`config.mk`:
```
export PLATFORM = sky130hd
export DESIGN_NAME = seg7_scan_driver_flat
export DESIGN_NICKNAME = d
export VERILOG_FILES = /design/src/rtl/seg7_scan_driver_if.sv /design/src/rtl/seg7_scan_driver.sv /design/src/flat_wrapper.sv
export SDC_FILE = /design/constraint.sdc
export NUM_CORES = 1
export LEC_CHECK = 0
export BUFFER_PORTS_ARGS = -buffer_cell sky130_fd_sc_hd__buf_2
export CORE_ASPECT_RATIO = 1.4
export CORE_MARGIN = 3
export CORE_UTILIZATION = 47
export DETAILED_ROUTE_END_ITERATION = 12
export GPL_TIMING_DRIVEN = 0
export PLACE_DENSITY = 0.65
export SYNTH_ARGS = -nofsm -noshare
export SYNTH_HDL_FRONTEND = slang
export SYNTH_SLANG_ARGS = --single-unit
export TNS_END_PERCENT = 1
```
`constraint.sdc`:
```
create_clock -name clk -period 5.9 [get_ports clk]
set_input_delay 0.59 -clock clk [delete_from_list [all_inputs] [get_ports clk]]
set_output_delay 0.59 -clock clk [all_outputs]
set_load 0.02 [all_outputs]
```
`src/rtl/seg7_scan_driver_if.sv`:
```
// Counter-to-display bundle: binary count and direction in, multiplexed
// 7-segment drive and converter status out.
interface seg7_scan_driver_if;
    logic [7:0]  value;
    logic        ud;
    logic        en;
    logic [3:0]  an;
    logic [6:0]  seg;
    logic        dp;
    logic        busy;
    logic [11:0] bcd;

    modport master (
        output value, ud, en,
        input  an, seg, dp, busy, bcd
    );

    modport slave (
        input  value, ud, en,
        output an, seg, dp, busy, bcd
    );
endinterface

```
`src/rtl/seg7_scan_driver.sv`:
```
// Binary->BCD (double-dabble, busy 10 clk per conversion) plus 4-digit active-low scan, SCAN_DIV clk per digit.
// No backpressure: value changes mid-conversion are picked up on return to IDLE. Optional SEG7_LZ_BLANK_EN blanks leading zeros.
module seg7_scan_driver #(
    parameter int SCAN_DIV = 50000
) (
    input logic                clk,
    input logic                reset,
    seg7_scan_driver_if.slave  bus
);

    localparam int PW = (SCAN_DIV > 2) ? $clog2(SCAN_DIV) : 1;
    localparam logic [PW-1:0] PMAX = PW'(SCAN_DIV - 1);

    typedef enum logic [1:0] {IDLE, LOAD, SHIFT, DONE} state_t;

    state_t       state, state_nxt;
    logic         busy;
    logic         do_load;
    logic         do_shift;
    logic         do_done;

    logic [19:0]  sr;
    logic [19:0]  adj;
    logic [2:0]   shift_cnt;
    logic [7:0]   last_value;
    logic         force_conv;
    logic [11:0]  bcd_q;

    logic [PW-1:0] presc;
    logic          tick;
    logic [1:0]    idx;
    logic [3:0]    an_q;
    logic [6:0]    seg_q;
    logic [6:0]    seg_nxt;
    logic          show_tens;
    logic          show_hund;

    // ---------------- converter FSM ----------------
    always_ff @(posedge clk or posedge reset) begin
        if (reset) begin
            state <= IDLE;
        end else begin
            state <= state_nxt;
        end
    end

    always_comb begin
        state_nxt = state;
        unique case (state)
            IDLE:  if (force_conv || (bus.value != last_value)) state_nxt = LOAD;
            LOAD:  state_nxt = SHIFT;
            SHIFT: if (shift_cnt == 3'd7) state_nxt = DONE;
            DONE:  state_nxt = IDLE;
            default: state_nxt = IDLE;
        endcase
    end

    always_comb begin
        busy     = (state != IDLE);
        do_load  = (state == LOAD);
        do_shift = (state == SHIFT);
        do_done  = (state == DONE);
    end

    // Add-3 correction on the three BCD nibbles before each shift.
    always_comb begin
        adj = sr;
        if (sr[11:8]  >= 4'd5) adj[11:8]  = sr[11:8]  + 4'd3;
        if (sr[15:12] >= 4'd5) adj[15:12] = sr[15:12] + 4'd3;
        if (sr[19:16] >= 4'd5) adj[19:16] = sr[19:16] + 4'd3;
    end

    always_ff @(posedge clk or posedge reset) begin
        if (reset) begin
            sr         <= '0;
            shift_cnt  <= '0;
            last_value <= '0;
            force_conv <= 1'b1;
            bcd_q      <= '0;
        end else begin
            if (do_load) begin
                sr         <= {12'b0, bus.value};
                last_value <= bus.value;
                force_conv <= 1'b0;
                shift_cnt  <= '0;
            end
            if (do_shift) begin
                sr        <= adj << 1;
                shift_cnt <= shift_cnt + 3'd1;
            end
            if (do_done) begin
                bcd_q <= sr[19:8];
            end
        end
    end

    // ---------------- scan timing ----------------
    assign tick = (presc == PMAX);

    always_ff @(posedge clk or posedge reset) begin
        if (reset) begin
            presc <= '0;
            idx   <= '0;
        end else begin
            if (tick) begin
                presc <= '0;
                idx   <= idx + 2'd1;
            end else begin
                presc <= presc + PW'(1);
            end
        end
    end

    // ---------------- digit decode ----------------
    function automatic logic [6:0] digit_seg(input logic [3:0] d);
        logic [6:0] s;
        case (d)
            4'd0:    s = 7'b1000000;
            4'd1:    s = 7'b1111001;
            4'd2:    s = 7'b0100100;
            4'd3:    s = 7'b0110000;
            4'd4:    s = 7'b0011001;
            4'd5:    s = 7'b0010010;
            4'd6:    s = 7'b0000010;
            4'd7:    s = 7'b1111000;
            4'd8:    s = 7'b0000000;
            4'd9:    s = 7'b0010000;
            default: s = 7'b1111111;
        endcase
        return s;
    endfunction

`ifdef SEG7_LZ_BLANK_EN
    assign show_hund = (bcd_q[11:8] != 4'd0);
    assign show_tens = (bcd_q[11:8] != 4'd0) || (bcd_q[7:4] != 4'd0);
`else
    assign show_hund = 1'b1;
    assign show_tens = 1'b1;
`endif

    always_comb begin
        seg_nxt = 7'b1111111;
        unique case (idx)
            2'd0: seg_nxt = digit_seg(bcd_q[3:0]);
            2'd1: seg_nxt = show_tens ? digit_seg(bcd_q[7:4])  : 7'b1111111;
            2'd2: seg_nxt = show_hund ? digit_seg(bcd_q[11:8]) : 7'b1111111;
            2'd3: seg_nxt = bus.ud ? 7'b1000001 : 7'b0100001;
            default: seg_nxt = 7'b1111111;
        endcase
    end

    // Registered drive: an/seg follow the digit index one clk later.
    always_ff @(posedge clk or posedge reset) begin
        if (reset) begin
            an_q  <= 4'b1111;
            seg_q <= 7'b1111111;
        end else begin
            an_q  <= bus.en ? ~(4'b0001 << idx) : 4'b1111;
            seg_q <= seg_nxt;
        end
    end

    assign bus.an   = an_q;
    assign bus.seg  = seg_q;
    assign bus.dp   = 1'b1;
    assign bus.busy = busy;
    assign bus.bcd  = bcd_q;

endmodule

```
`src/flat_wrapper.sv`:
```
// flat-port wrapper written by rule: the top's interface ports become plain ports
module seg7_scan_driver_flat 
#(
    parameter int SCAN_DIV = 50000
)
  (clk, reset, bus_value, bus_ud, bus_en, bus_an, bus_seg, bus_dp, bus_busy, bus_bcd);
  seg7_scan_driver_if bus_i ();
  input logic clk;
  input logic reset;
  input wire logic [$bits(bus_i.value)-1:0] bus_value;
  input wire logic [$bits(bus_i.ud)-1:0] bus_ud;
  input wire logic [$bits(bus_i.en)-1:0] bus_en;
  output wire logic [$bits(bus_i.an)-1:0] bus_an;
  output wire logic [$bits(bus_i.seg)-1:0] bus_seg;
  output wire logic [$bits(bus_i.dp)-1:0] bus_dp;
  output wire logic [$bits(bus_i.busy)-1:0] bus_busy;
  output wire logic [$bits(bus_i.bcd)-1:0] bus_bcd;
  assign bus_i.value = bus_value;
  assign bus_i.ud = bus_ud;
  assign bus_i.en = bus_en;
  assign bus_an = bus_i.an;
  assign bus_seg = bus_i.seg;
  assign bus_dp = bus_i.dp;
  assign bus_busy = bus_i.busy;
  assign bus_bcd = bus_i.bcd;
  seg7_scan_driver #(.SCAN_DIV(SCAN_DIV)) u_core (.clk(clk), .reset(reset), .bus(bus_i));
endmodule
```
# Word-level counts from Yosys, hierarchy flattened
# Memory sizes are Yosys's and may differ from the RTL's.
# Index checks and enable logic that the tools add are counted.
[word_totals] output_inout_bits=25 elab_cells=55 n_memories=3 in_bits=12 romBits=336 register_bits=75
[classes] n_mux=14 n_bitwise=1 magnitude_cmp=3 shift=1 n_addsub=6 eq_ne=11 reduce_logical=6
[mem_list] name="(name not given)" depth=16 width=7 rd=1 rd_ports_with_merged_regs=0 wr=0 line_no="seg7_scan_driver.sv:117" text="case (d)"
[mem_list] name="(name not given)" depth=16 width=7 rd=1 rd_ports_with_merged_regs=0 wr=0 line_no="seg7_scan_driver.sv:117"
[mem_list] name="(name not given)" depth=16 width=7 rd=1 rd_ports_with_merged_regs=0 wr=0 line_no="seg7_scan_driver.sv:117"
[op_table] op="20-bit 2-to-1 mux" count=2
[op_table] op="7-bit one-hot mux with 4 select lines" count=1
[op_table] op="16-bit by 1-bit adder with 16-bit output, second input constant" count=1
[op_table] op="16-bit equality test, second input constant" count=1
[op_table] op="16-bit 2-to-1 mux" count=1
[op_table] op="4-bit by 3-bit >= comparator with 1-bit output, second input constant" count=3
[op_table] op="4-bit 2-to-1 mux" count=3
[op_table] op="3-bit 2-to-1 mux" count=3
[op_table] op="4-bit by 2-bit adder with 4-bit output, second input constant" count=2
[op_table] op="2-bit equality test, second input constant" count=4
[op_table] op="8-bit != test" count=1
[op_table] op="2-bit one-hot mux with 4 select lines" count=1
[op_table] op="7-bit 2-to-1 mux" count=1
[op_table] op="2-bit by 1-bit equality test with 1-bit output, second input constant" count=2
[op_table] op="2-bit logical NOT" count=2
[op_table] op="2-bit 2-to-1 mux" count=2
[op_table] op="4-bit NOT" count=1
[op_table] op="2-bit nonzero test" count=2
[op_table] op="1-bit by 2-bit left shift with 4-bit output, first input constant" count=1
[op_table] op="3-bit by 1-bit adder with 3-bit output, second input constant" count=1
[op_table] op="3-bit by 2-bit adder with 3-bit output, second input constant" count=1
[op_table] op="3-bit equality test, second input constant" count=1
[op_table] op="2-bit by 1-bit adder with 2-bit output, second input constant" count=1
[op_table] op="2-bit by 1-bit != test with 1-bit output, second input constant" count=1
[op_table] op="3 further kinds" count=3

# Longest topological paths before layout
# Gate-level depths: netlist of run 1.
[depth] word_depth=4 depth_mapped=6 mapped_depth_nobuf=6

# Worst setup path before layout of run 1
# Ideal clock, no wire load.
[synth_path] path_kind="reg2reg" startpoint="register u_core.bcd_q[5] (netlist: u_core.bus.bcd[5])" endpoint="register u_core.seg_q[3] (netlist: u_core.bus.seg[3])" n_path_buf=0 path_stages_with_launch=7 setup_ps=82 synth_period_minus_slack_ps=1662 slack_ps=4238 arrival_ps=1580 required_ps=5818 cell_sequence="dfrtp_1 -> inv_1 -> ha_1 -> mux2_2 -> o21ai_0 -> a21oi_1 -> o31a_1"
[synth_between] elab_chain_len=2
[synth_rtl] element="start: declaration" line_no="seg7_scan_driver.sv:27" text="logic [11:0] bcd_q;"
[synth_rtl] element="start signal: assignment" line_no="seg7_scan_driver.sv:92" text="bcd_q <= sr[19:8];"
[synth_rtl] element="memory read 16 x 7 bit"
[synth_rtl] element="7-bit one-hot mux with 4 select lines" line_no="seg7_scan_driver.sv:143" text="unique case (idx)"
[synth_rtl] element="via u_core.seg_nxt[3]" line_no="seg7_scan_driver.sv:34" text="logic [6:0] seg_nxt;"
[synth_rtl] element="end signal: assignment" line_no="seg7_scan_driver.sv:159" text="seg_q <= seg_nxt;"
[synth_rtl] element="end: declaration" line_no="seg7_scan_driver.sv:33" text="logic [6:0] seg_q;"
# The timed path passes the listed nets, and every way through them passes these cells.
# A chain may end at the register's enable or synchronous reset.

# Worst setup path after layout of run 1
[layout_path] startpoint="register u_core.state[0]" endpoint="output port bus_busy"
[layout_between] elab_chain_len=1
[layout_rtl] element="start: declaration" line_no="seg7_scan_driver.sv:16" text="state_t state, state_nxt;"
[layout_rtl] element="start signal: assignment" line_no="seg7_scan_driver.sv:43" text="state <= state_nxt;"
[layout_rtl] element="2-bit nonzero test" line_no="seg7_scan_driver.sv:59" text="busy = (state != IDLE);"
[layout_rtl] element="end: declaration" line_no="flat_wrapper.sv:16" text="output wire logic [$bits(bus_i.busy)-1:0] bus_busy;"
# Every way passes these cells.

==> impl_metrics.py, run 1 <==
metrics = {
    "grt": {
        "grt_start_max_net_pins": 68,
        "first_global_vias": 3005,
        "grt.total_usage_pct": 16.96,
        "grt_first_pass_wirelength_mm": 13.62,
        "grt.overflow.total": 0,
        "number_of_antenna_violations_at_the_first_check_in_global_routing": 0,
    },
    "yosys": {
        "yosysWarnings": 0,
        "netlist.area_leader.share_pct": 37.92,
        "synth_edf_count": 0,
        "cell_types_with_the_largest_area_share_after_synthesis": "dfrtp_1 (38%), ha_1 (11%), dfstp_2 (7.6%), mux2_2 (4.1%), mux2i_1 (3.6%)",
        "ys_seq_area_share_pct": 45.50,
        "synth_flop_cell": "dfrtp_1",
        "synth_top_area_cell": "dfrtp_1",
        "asr_flop_ratio_synth_pct": 100.0,
        "synthesized_cell_area_sq_um": 4158,
        "mappedNetlistNets": 448,
        "synth.lib_cells_used.distinct": 54,
        "post_synthesis_cell_count": 400,
        "yosys_register_bits": 75,
        "synth_area_per_cell_sq_um": 10.39,
    },
    "final_layout": {
        "layout-drive-gt1-share_pct": 20.58,
        "diodes": 0,
        "nFillCells": 768,
        "nets": 495,
        "multiInputGateArea_sq_um": 2076,
        "flow.area_growth_from_synthesis_pct": 16.16,
        "seqCellArea_sq_um": 1892,
    },
    "clock_network": {
        "hold_fix_buffers_at_cts": 0,
        "tritoncts": "yes",
        "cts_repair_resize_count": 0,
        "clock_insertion_delay_worst_skew_ns": 0.33,
        "cts.reportedPaths.clkPinSlew_ns": 0.05,
        "h-tree-depth": 3,
        "buffer_cell_driving_the_clock_tree_root": "clkbuf_16",
        "clock-sinks": 75,
        "cts-root-to-sink-buffers": 2,
        "post_cts.repair.setup_buffers": 0,
        "cts_inserted_buffers": 9,
    },
    "floorplan": {
        "die_w_microns": 85.49,
        "standard_cell_rows": 40,
        "fp.dieH_microns": 117.3,
        "die-area_sq_um": 10030,
        "initial_utilization_pct": 48.30,
        "core_area_sq_um": 8608,
        "num_io_pins": 37,
    },
    "detailed_routing": {
        "drt-pass1-iter-count": 4,
        "drc": 0,
        "drt-wirelength-per-cell_microns": 14.16,
        "drt_first_iter_violations": 129,
        "routed_wirelength_mm": 7.887,
        "drtAntennaViolNets": 0,
        "detail_route.vias_per_cell": 5.327,
        "via_count": 2967,
    },
    "place": {
        "worst_slack_placed_ns": 4.159,
        "place_hpwl_mm": 5.723,
        "portbufs": 35,
        "gp_congestion": 0.7974,
    },
    "worst_setup_path": {
        "cp.required_ns": 5.31,
        "category_of_the_worst_setup_path_launch_point": "register",
        "ff2ff_path_depth": 6,
        "crit_path_max_fanout": 4,
        "register_to_register_path_setup_slack_ns": 4.12,
        "worstReg2RegStart": "u_core.bus.bcd[5]",
        "r2r_end": "u_core.bus.seg[3]",
        "worst-setup-path-type": "register to primary output",
        "arrival_ns": 1.24,
        "timing.critical_path.to_type": "primary output",
    },
    "sta": {
        "timing.clock.skew_ns": 0.006134,
        "report.final.setup_viol": 0,
        "rsz0062_at_grt": "false",
        "final_critical_path_setup_slack_ns": 4.068,
        "fin_tns_setup_ns": 0,
        "layout_min_cycle_time_ns": 1.832,
        "maxSlewViolCount": 0,
        "timing_worst_slew_pin_value_ns": 0.5058,
        "max_slew_margin_pct": 66.28,
        "fmax_mhz": 545.8,
        "fin_crit_sh_pct": 31.05,
        "hold_violations": 0,
    },
    "power": {
        "power.density_cell_area_nw_per_um2": 399.4,
        "leakage_nw": 2.207,
        "vdd_drop_max_mv": 0.2582,
    },
    "status": {
        "run_status": "complete, no violations",
    },
    "worst_hold_path": {
        "hold_path.class": "input pin to asynchronous set/reset pin",
    },
    "job": {
        "max_cap_viol_count": 0,
    },
}
==> how the worst max path moves through the flow <==
stage                      startpoint                end  cells past startpoint
floorplan                       reset  u_core.bus.bcd[0]                      1
global placement                reset    u_core.state[1]                      2
detailed placement       bus_value[3]    u_core.state[1]                      5
CTS                   u_core.state[0]           bus_busy                      4
global route        u_core.bus.bcd[5]  u_core.bus.seg[3]                      6
finish                u_core.state[0]           bus_busy                      4
==> registers in the layout (all words and copies together), names as in the netlist <==
name and cells:
u_core.bus.an 4, u_core.bus.bcd 12, u_core.bus.seg 7, u_core.force_conv 1, u_core.idx 2, u_core.last_value 8
u_core.presc 16, u_core.shift_cnt 3, u_core.sr 20, u_core.state 2
==> per-layer routing <==
layer | global-route usage (%) | up-vias | share of wire, %
met5 | 0 | - | 0
met4 | 6.758 | 0 | 2.0
met3 | 4.062 | 10 | 3.3
met2 | 30.03 | 46 | 51
met1 | 19.73 | 1434 | 44
li1 | - | 1477 | -
==> critical path: stages, from the launching register on <==
cell	delay [ns]
dfrtp_1	0.40
inv_1	0.09
ha_1	0.20
inv_1	0.07
buf_2	0.16
==> kinds of logic (layout without fill, tap and decap cells) <==
logic type / after synthesis / in the layout / share of synthesized area (%)
and+or+nand+nor: 101 / 101 / 12.85
xor gates and xnor gates: 26 / 26 / 5.477
buffers and inverters: 47 / 99 / 4.574
other: 1 / 1 / 0.09019
AOI/OAI and AO/OA: 84 / 84 / 13.00
DFF: 75 / 75 / 45.50
adders and majority gates: 36 / 36 / 10.83
muxes: 30 / 30 / 7.674
==> final cells by class <==
type / instances / share of cell area [%]
plain buffers: 16 / 1.528
well taps: 105 / 2.720
clock inverters: 5 / 2.124
clock buffers: 11 / 4.819
flip-flops and latches: 75 / 39.17
inverters: 31 / 2.461
repair buffers: 36 / 4.197
multi-input cells: 278 / 42.98
==> cell usage after synthesis, types with 5 or more instances <==
| master | number |
|---|---|
| a21oi_1 | 18 |
| a22o_1 | 6 |
| buf_2 | 5 |
| clkbuf_1 | 9 |
| dfrtp_1 | 63 |
| dfstp_2 | 12 |
| ha_1 | 36 |
| inv_1 | 29 |
| mux2_2 | 15 |
| mux2i_1 | 15 |
| nand2_1 | 28 |
| nand2b_1 | 13 |
| nand3_1 | 8 |
| nor2_1 | 23 |
| o21ai_0 | 28 |
| o22ai_1 | 6 |
| xnor2_1 | 12 |
| xor2_1 | 14 |
==> placed cells by master (no fill, tap or decap), drive strengths merged, types with 3 or more instances in the layout <==
| cell | synthesis | routed |
|---|---|---|
| o22ai | 6 | 6 |
| a22o | 6 | 6 |
| a31oi | 3 | 3 |
| and4 | 3 | 3 |
| dfrtp | 63 | 63 |
| nor4 | 3 | 3 |
| o21ai | 29 | 29 |
| buf | 7 | 43 |
| and2 | 3 | 3 |
| nor3 | 5 | 5 |
| nand2b | 13 | 13 |
| nand2 | 28 | 28 |
| clkbuf | 9 | 20 |
| mux2 | 15 | 15 |
| mux2i | 15 | 15 |
| xor2 | 14 | 14 |
| nor2b | 3 | 3 |
| a21oi | 18 | 18 |
| nand3 | 8 | 8 |
| xnor2 | 12 | 12 |
| dfstp | 12 | 12 |
| inv | 30 | 30 |
| nor2 | 23 | 23 |
| bufinv | 0 | 3 |
| ha | 36 | 36 |
==> per-stage QoR <==
stage	power (W)	hold WS, ns	std cells	util [%]	cell area [sq um]
global route	0.002057	0.1630	557	56.10	4830
finish	0.001929	0.1512	557	56.10	4830
floorplan	0.001165	0.4417	400	-	4158
global placement	0.001310	0.4672	540	51.86	4464
CTS	0.001955	0.1431	557	56.10	4830
detailed placement	0.001327	0.4656	541	52.21	4494
==> power breakdown <==
group | switching [W] | total, W | internal, W
clock | 0.000200 | 0.000612 | 0.000412
combinational | 0.000370 | 0.000621 | 0.000251
sequential | 0.0000656 | 0.000695 | 0.000630
total | 0.000636 | 0.00193 | 0.00129
No activity file was read; power rests on OpenSTA's default activity.
==> run 2: changes to the inputs <==
==> constraint.sdc (replaced) <==
create_clock -name clk -period 1.75 [get_ports clk]
set_input_delay 0.175 -clock clk [delete_from_list [all_inputs] [get_ports clk]]
set_output_delay 0.175 -clock clk [all_outputs]
set_load 0.02 [all_outputs]
==> run 2 against run 1 <==
Power increased to 3.3 times the previous value. Die area did not move. Clock power increased to 3.1 times the previous value. Critical path type is now register to register. Largest cell class unchanged. Highest routed layer unchanged.
==> impl_metrics.py, run 2 (synthesis results as in run 1) <==
metrics = {
    "final_layout": {
        "multiInputGateArea_sq_um": 2087,
        "layout-drive-gt1-share_pct": 22.52,
        "nFillCells": 767,
        "flow.area_growth_from_synthesis_pct": 16.31,
        "largest_register_ff_count": 20,
        "nets": 496,
        "seqCellArea_sq_um": 1893,
        "layout.cells.most_common": "dfrtp_1",
        "post_layout_nonfiller_instances": 558,
        "highest_count_cells_in_the_layout_ignoring_fill_and_taps": "dfrtp_1 (62), buf_2 (38), ha_1 (35)",
        "largest_register": "u_core.sr",
        "diodes": 0,
    },
    "grt": {
        "number_of_antenna_violations_at_the_first_check_in_global_routing": 0,
        "first_global_vias": 2980,
        "grt.overflow.total": 0,
        "grt_first_pass_wirelength_mm": 13.47,
        "grt.total_usage_pct": 17.14,
        "grt_start_max_net_pins": 43,
    },
    "clock_network": {
        "cts_inserted_buffers": 9,
        "tritoncts": "yes",
        "clock-sinks": 75,
        "cts.reportedPaths.clkPinSlew_ns": 0.06,
        "buffer_cell_driving_the_clock_tree_root": "clkbuf_16",
        "clock_insertion_delay_worst_skew_ns": 0.33,
        "post_cts.repair.setup_buffers": 0,
        "h-tree-depth": 3,
        "cts-root-to-sink-buffers": 2,
    },
    "floorplan": {
        "initial_utilization_pct": 48.30,
        "die_w_microns": 85.49,
        "standard_cell_rows": 40,
        "fp.dieH_microns": 117.3,
        "die-area_sq_um": 10030,
        "core_area_sq_um": 8608,
        "num_io_pins": 37,
    },
    "worst_setup_path": {
        "worstReg2RegStart": "u_core.state[0]",
        "crit_path_max_fanout": 10,
        "cp.required_ns": 1.95,
        "crit_path_cell_trace": "inv_1 > ha_1 > clkbuf_1 > buf_4 > mux2i_1 > a21oi_1",
        "arrival_ns": 1.91,
        "delay_of_the_slowest_cell_on_the_worst_path_ns": 0.41,
        "critical_path_buf_inv_count": 3,
        "ff2ff_path_depth": 6,
        "worst_path_dominant_cell_family": "buffers and inverters",
        "worst-setup-path-type": "register to register",
        "crit_slowest_cell": "dfrtp_1",
        "category_of_the_worst_setup_path_launch_point": "register",
        "register_to_register_path_setup_slack_ns": 0.04,
        "timing.critical_path.to_type": "register",
        "r2r_end": "u_core.sr[1]",
    },
    "detailed_routing": {
        "via_count": 2993,
        "routed_wirelength_mm": 7.932,
        "drt_first_iter_violations": 109,
        "drt-wirelength-per-cell_microns": 14.22,
        "detail_route.vias_per_cell": 5.364,
        "drc": 0,
        "drtAntennaViolNets": 0,
        "drt-pass1-iter-count": 4,
    },
    "power": {
        "netSwitchingFraction_pct": 34.30,
        "vdd_drop_max_mv": 0.8240,
        "design_internal_power_w": 0.004218,
        "post-layout-total-power_w": 0.006420,
        "p_clk_share_pct": 29.6,
        "power.density_cell_area_nw_per_um2": 1328,
        "netSwitchingPower_w": 0.002202,
        "p_seq_share_pct": 36.5,
        "p_comb_share_pct": 33.9,
        "leakage_nw": 2.206,
    },
    "sta": {
        "post_route_hold_slack_ns": 0.02672,
        "final_critical_path_setup_slack_ns": 0.04494,
        "max_slew_margin_pct": 39.56,
        "layout_min_cycle_time_ns": 1.705,
        "rsz0062_at_grt": "true",
        "fmax_mhz": 586.5,
        "timing.clock.skew_ns": 0.008035,
        "fin_crit_sh_pct": 97.43,
        "maxSlewViolCount": 0,
        "report.final.setup_viol": 0,
        "hold_violations": 0,
        "timing_worst_slew_pin_value_ns": 0.9047,
        "fin_tns_setup_ns": 0,
    },
    "place": {
        "place_hpwl_mm": 5.807,
        "instance_count_after_placement_with_tap_cells_included": 541,
        "portbufs": 35,
        "gp_congestion": 0.8343,
        "worst_slack_placed_ns": -0.03252,
    },
    "job": {
        "max_cap_viol_count": 0,
    },
    "status": {
        "run_status": "complete, no violations",
    },
    "worst_hold_path": {
        "hold_path.class": "input pin to asynchronous set/reset pin",
    },
}
run 2: cell types whose count changed in the layout (fill, tap and decap cells not counted), moves of 2 or more:
cell        delta
o21ai_0        -2
clkbuf_2       +2
clkbuf_8       +3
clkinvlp_4     +2
buf_2          -2
bufinv_16      -2
o21ai_1        +2
clkbuf_1       -4
run 2: area by class of cell:
cell class	instances	share of cell area (%)
flip-flops and latches	75	39.15
plain buffers	16	1.682
clock inverters	4	0.9832
well taps	105	2.717
multi-input cells	278	43.16
clock buffers	12	5.511
inverters	31	2.561
repair buffers	37	4.243
run 2: how the worst max path moves through the flow:
stage                      startpoint                end  slack [ns]  depth (start not counted)
floorplan           u_core.bus.bcd[5]  u_core.bus.seg[3]        0.09                          6
global placement      u_core.state[0]       u_core.sr[1]     -0.0005                          6
detailed placement    u_core.state[0]       u_core.sr[1]       -0.03                          6
CTS                   u_core.state[0]      u_core.sr[15]       0.008                          6
global route          u_core.state[0]       u_core.sr[1]       -0.07                          6
finish                u_core.state[0]       u_core.sr[1]        0.04                          6
run 2: worst register-to-register path: stages, from the launching register on:
cell and delay (ns):
dfrtp_1 0.41, inv_1 0.12, ha_1 0.16, clkbuf_1 0.31
buf_4 0.27, mux2i_1 0.21, a21oi_1 0.09
run 2: power by group through the flow:
| stage | sequential, W | combinational, W | clock, W |
|---|---|---|---|
| finish | 0.00234 | 0.00217 | 0.00190 |
| global route | 0.00238 | 0.00243 | 0.00204 |
| CTS | 0.00234 | 0.00215 | 0.00197 |
| detailed placement | 0.00237 | 0.00212 | 0 |
| global placement | 0.00236 | 0.00206 | 0 |
| floorplan | 0.00242 | 0.00151 | 0 |
run 2: metal layers:
metal / vias to the layer above / global-route usage, % / share of wire, %
li1: 1469 / - / -
met4: 0 / 9.398 / 3.3
met1: 1441 / 19.69 / 44
met3: 21 / 4.062 / 3.6
met5: - / 0 / 0
met2: 62 / 29.46 / 49
run 2: metrics by stage:
step | instance area, sq um | utilization, %
3_5_place_dp | 4488 | 52.14
6_report | 4836 | 56.18
3_3_place_gp | 4468 | 51.90
4_1_cts | 4815 | 55.93
5_1_grt | 4836 | 56.18
2_1_floorplan | 4161 | -
run 2: repair_timing:
action,CTS,global route
hold endpoints to repair,2,0
resized for setup,1,12
setup endpoints to repair,6,30
hold buffers,1,0
==> run 3: changes to the inputs <==
--- a/config.mk
+++ b/config.mk
@@ -7,7 +7,7 @@
 export LEC_CHECK = 0
 export BUFFER_PORTS_ARGS = -buffer_cell sky130_fd_sc_hd__buf_2
 export CORE_ASPECT_RATIO = 1.4
-export CORE_MARGIN = 3
+export CORE_MARGIN = 2
 export CORE_UTILIZATION = 47
 export DETAILED_ROUTE_END_ITERATION = 12
 export GPL_TIMING_DRIVEN = 0
==> run 3 against run 2 <==
The run now ends with hold timing left. Final area fell by 0.39%. Clock skew fell by 0.0022 ns. First-iteration DRC count rose by 18%. Core utilization fell by 0.22 points. Largest cell class unchanged. Sequential power barely moved. Flip-flop and latch count did not move. Hold slack got worse by 0.029 ns. Non-clock buffer count fell by 1. Highest routed layer unchanged. Critical path depth did not move. Critical endpoint is now u_core.presc[14].
==> impl_metrics.py, run 3 (synthesis results as in run 1) <==
metrics = {
    "final_layout": {
        "multiInputGateArea_sq_um": 2082,
        "flow.area_growth_from_synthesis_pct": 15.86,
        "layout.cells.most_common": "dfrtp_1",
        "nets": 495,
        "largest_register_ff_count": 20,
        "largest_register": "u_core.sr",
        "seqCellArea_sq_um": 1893,
        "layout-drive-gt1-share_pct": 22.12,
        "highest_count_cells_in_the_layout_ignoring_fill_and_taps": "dfrtp_1 (62), buf_2 (39), ha_1 (36)",
        "stdcell_area_sq_um": 4817,
        "diodes": 0,
        "nFillCells": 725,
    },
    "detailed_routing": {
        "drt-pass1-iter-count": 4,
        "detail_route.vias_per_cell": 5.395,
        "drt_first_iter_violations": 129,
        "via_count": 3005,
        "routed_wirelength_mm": 7.755,
        "drt-wirelength-per-cell_microns": 13.92,
        "drtAntennaViolNets": 0,
        "drc": 0,
    },
    "worst_setup_path": {
        "arrival_ns": 1.90,
        "category_of_the_worst_setup_path_launch_point": "register",
        "timing.critical_path.to_type": "register",
        "crit_path_max_fanout": 10,
        "cp.required_ns": 2.01,
        "worst-setup-path-type": "register to register",
    },
    "clock_network": {
        "cts-root-to-sink-buffers": 2,
        "tritoncts": "yes",
        "clock-sinks": 75,
        "cts_inserted_buffers": 9,
        "buffer_cell_driving_the_clock_tree_root": "clkbuf_16",
        "clock_insertion_delay_worst_skew_ns": 0.33,
        "cts.reportedPaths.clkPinSlew_ns": 0.06,
        "h-tree-depth": 3,
        "hold_fix_buffers_at_cts": 0,
        "post_cts.repair.setup_buffers": 0,
    },
    "sta": {
        "timing_worst_slew_pin_value_ns": 0.8248,
        "fmax_mhz": 608.0,
        "fin_crit_sh_pct": 93.98,
        "hold_violations": 4,
        "report.final.setup_viol": 0,
        "maxSlewViolCount": 0,
        "layout_min_cycle_time_ns": 1.645,
        "post_route_hold_slack_ns": -0.002700,
        "max_slew_margin_pct": 44.90,
        "rsz0062_at_grt": "true",
        "timing.clock.skew_ns": 0.005838,
        "fin_tns_setup_ns": 0,
    },
    "place": {
        "placement.cell_area_sq_um": 4488,
        "portbufs": 35,
        "gp_congestion": 0.8081,
        "place_hpwl_mm": 5.699,
    },
    "power": {
        "power.density_cell_area_nw_per_um2": 1335,
        "vdd_drop_max_mv": 0.8397,
        "leakage_nw": 2.204,
    },
    "worst_hold_path": {
        "hold_path.class": "input pin to asynchronous set/reset pin",
    },
    "grt": {
        "grt_first_pass_wirelength_mm": 13.33,
        "first_global_vias": 2963,
        "grt.overflow.total": 0,
        "grt_start_max_net_pins": 39,
        "number_of_antenna_violations_at_the_first_check_in_global_routing": 0,
        "grt.total_usage_pct": 17.33,
    },
    "floorplan": {
        "num_io_pins": 37,
        "fp.dieH_microns": 115.3,
        "standard_cell_rows": 40,
        "initial_utilization_pct": 48.30,
        "core_area_sq_um": 8608,
        "die-area_sq_um": 9625,
        "die_w_microns": 83.49,
    },
    "job": {
        "max_cap_viol_count": 0,
    },
    "status": {
        "failed_checks": "hold timing",
        "run_status": "complete, but fails checks",
    },
}
[run 3: cell count changes in the layout (fill, tap and decap cells not counted), sizes merged]
cell,change
clkbuf,-2
dlygate4sd3,-1
bufinv,+1
buf,+1
[run 3: timing repair]
item                                    4_1_cts  5_1_grt
resized for setup                             2       10
hold endpoints to repair                      0        0
endpoints found under the setup margin        6       26
[run 3: final timing paths]
| path | cells past startpoint | startpoint | slack (ns) | to |
|---|---|---|---|---|
| min in group clk | 2 | bus_en | 0.01 | u_core.bus.an[3] |
| hold / removal | 2 | reset | -0.003 | u_core.idx[1] |
| hold reg to reg | 1 | u_core.shift_cnt[0] | 0.48 | u_core.shift_cnt[0] |
| max in group asynchronous | 3 | reset | 1.04 | u_core.force_conv |
| setup / recovery | 6 | u_core.presc[0] | 0.11 | u_core.presc[14] |
| setup reg to reg | 6 | u_core.presc[0] | 0.11 | u_core.presc[14] |
[run 3: final cells by class]
class	count	share of cell area (%)
multi-input combinational	278	43.22
clock inverter	5	1.610
tap	105	2.727
timing repair buffer	36	4.052
sequential	75	39.30
inverter	31	2.571
clock buffer	11	4.831
buffer	16	1.688
[run 3: metrics by stage]
stage / util, % / setup WS, ns / instances / power, W
after CTS: 55.78 / 0.01862 / 557 / 0.006457
final: 55.96 / 0.1053 / 557 / 0.006431
after detailed placement: 52.14 / -0.007215 / 541 / 0.004499
after floorplan: - / 0.08802 / 400 / 0.003927
after global routing: 55.96 / -0.01302 / 557 / 0.006850
after global placement: 51.90 / 0.004744 / 540 / 0.004416
[run 3: worst max-delay path: stages, from the launching register on]
cell and delay, ns:
dfrtp_1 0.42, ha_1 0.30, and3_1 0.23, and4_1 0.17, buf_4 0.18, o21bai_1 0.16
o21ai_1 0.12
[run 3: per-layer routing]
layer	track usage, %	wire length [microns]	up-vias
li1	-	-	1476
met1	19.74	3351	1437
met2	30.16	3824	69
met3	4.235	292	23
met4	9.355	286	0
met5	0	0	-
[run 3: report_power, final]
group          internal [W]  switching, W
logic              0.000873       0.00128
registers           0.00212      0.000213
clock network       0.00124      0.000695
total               0.00424       0.00219
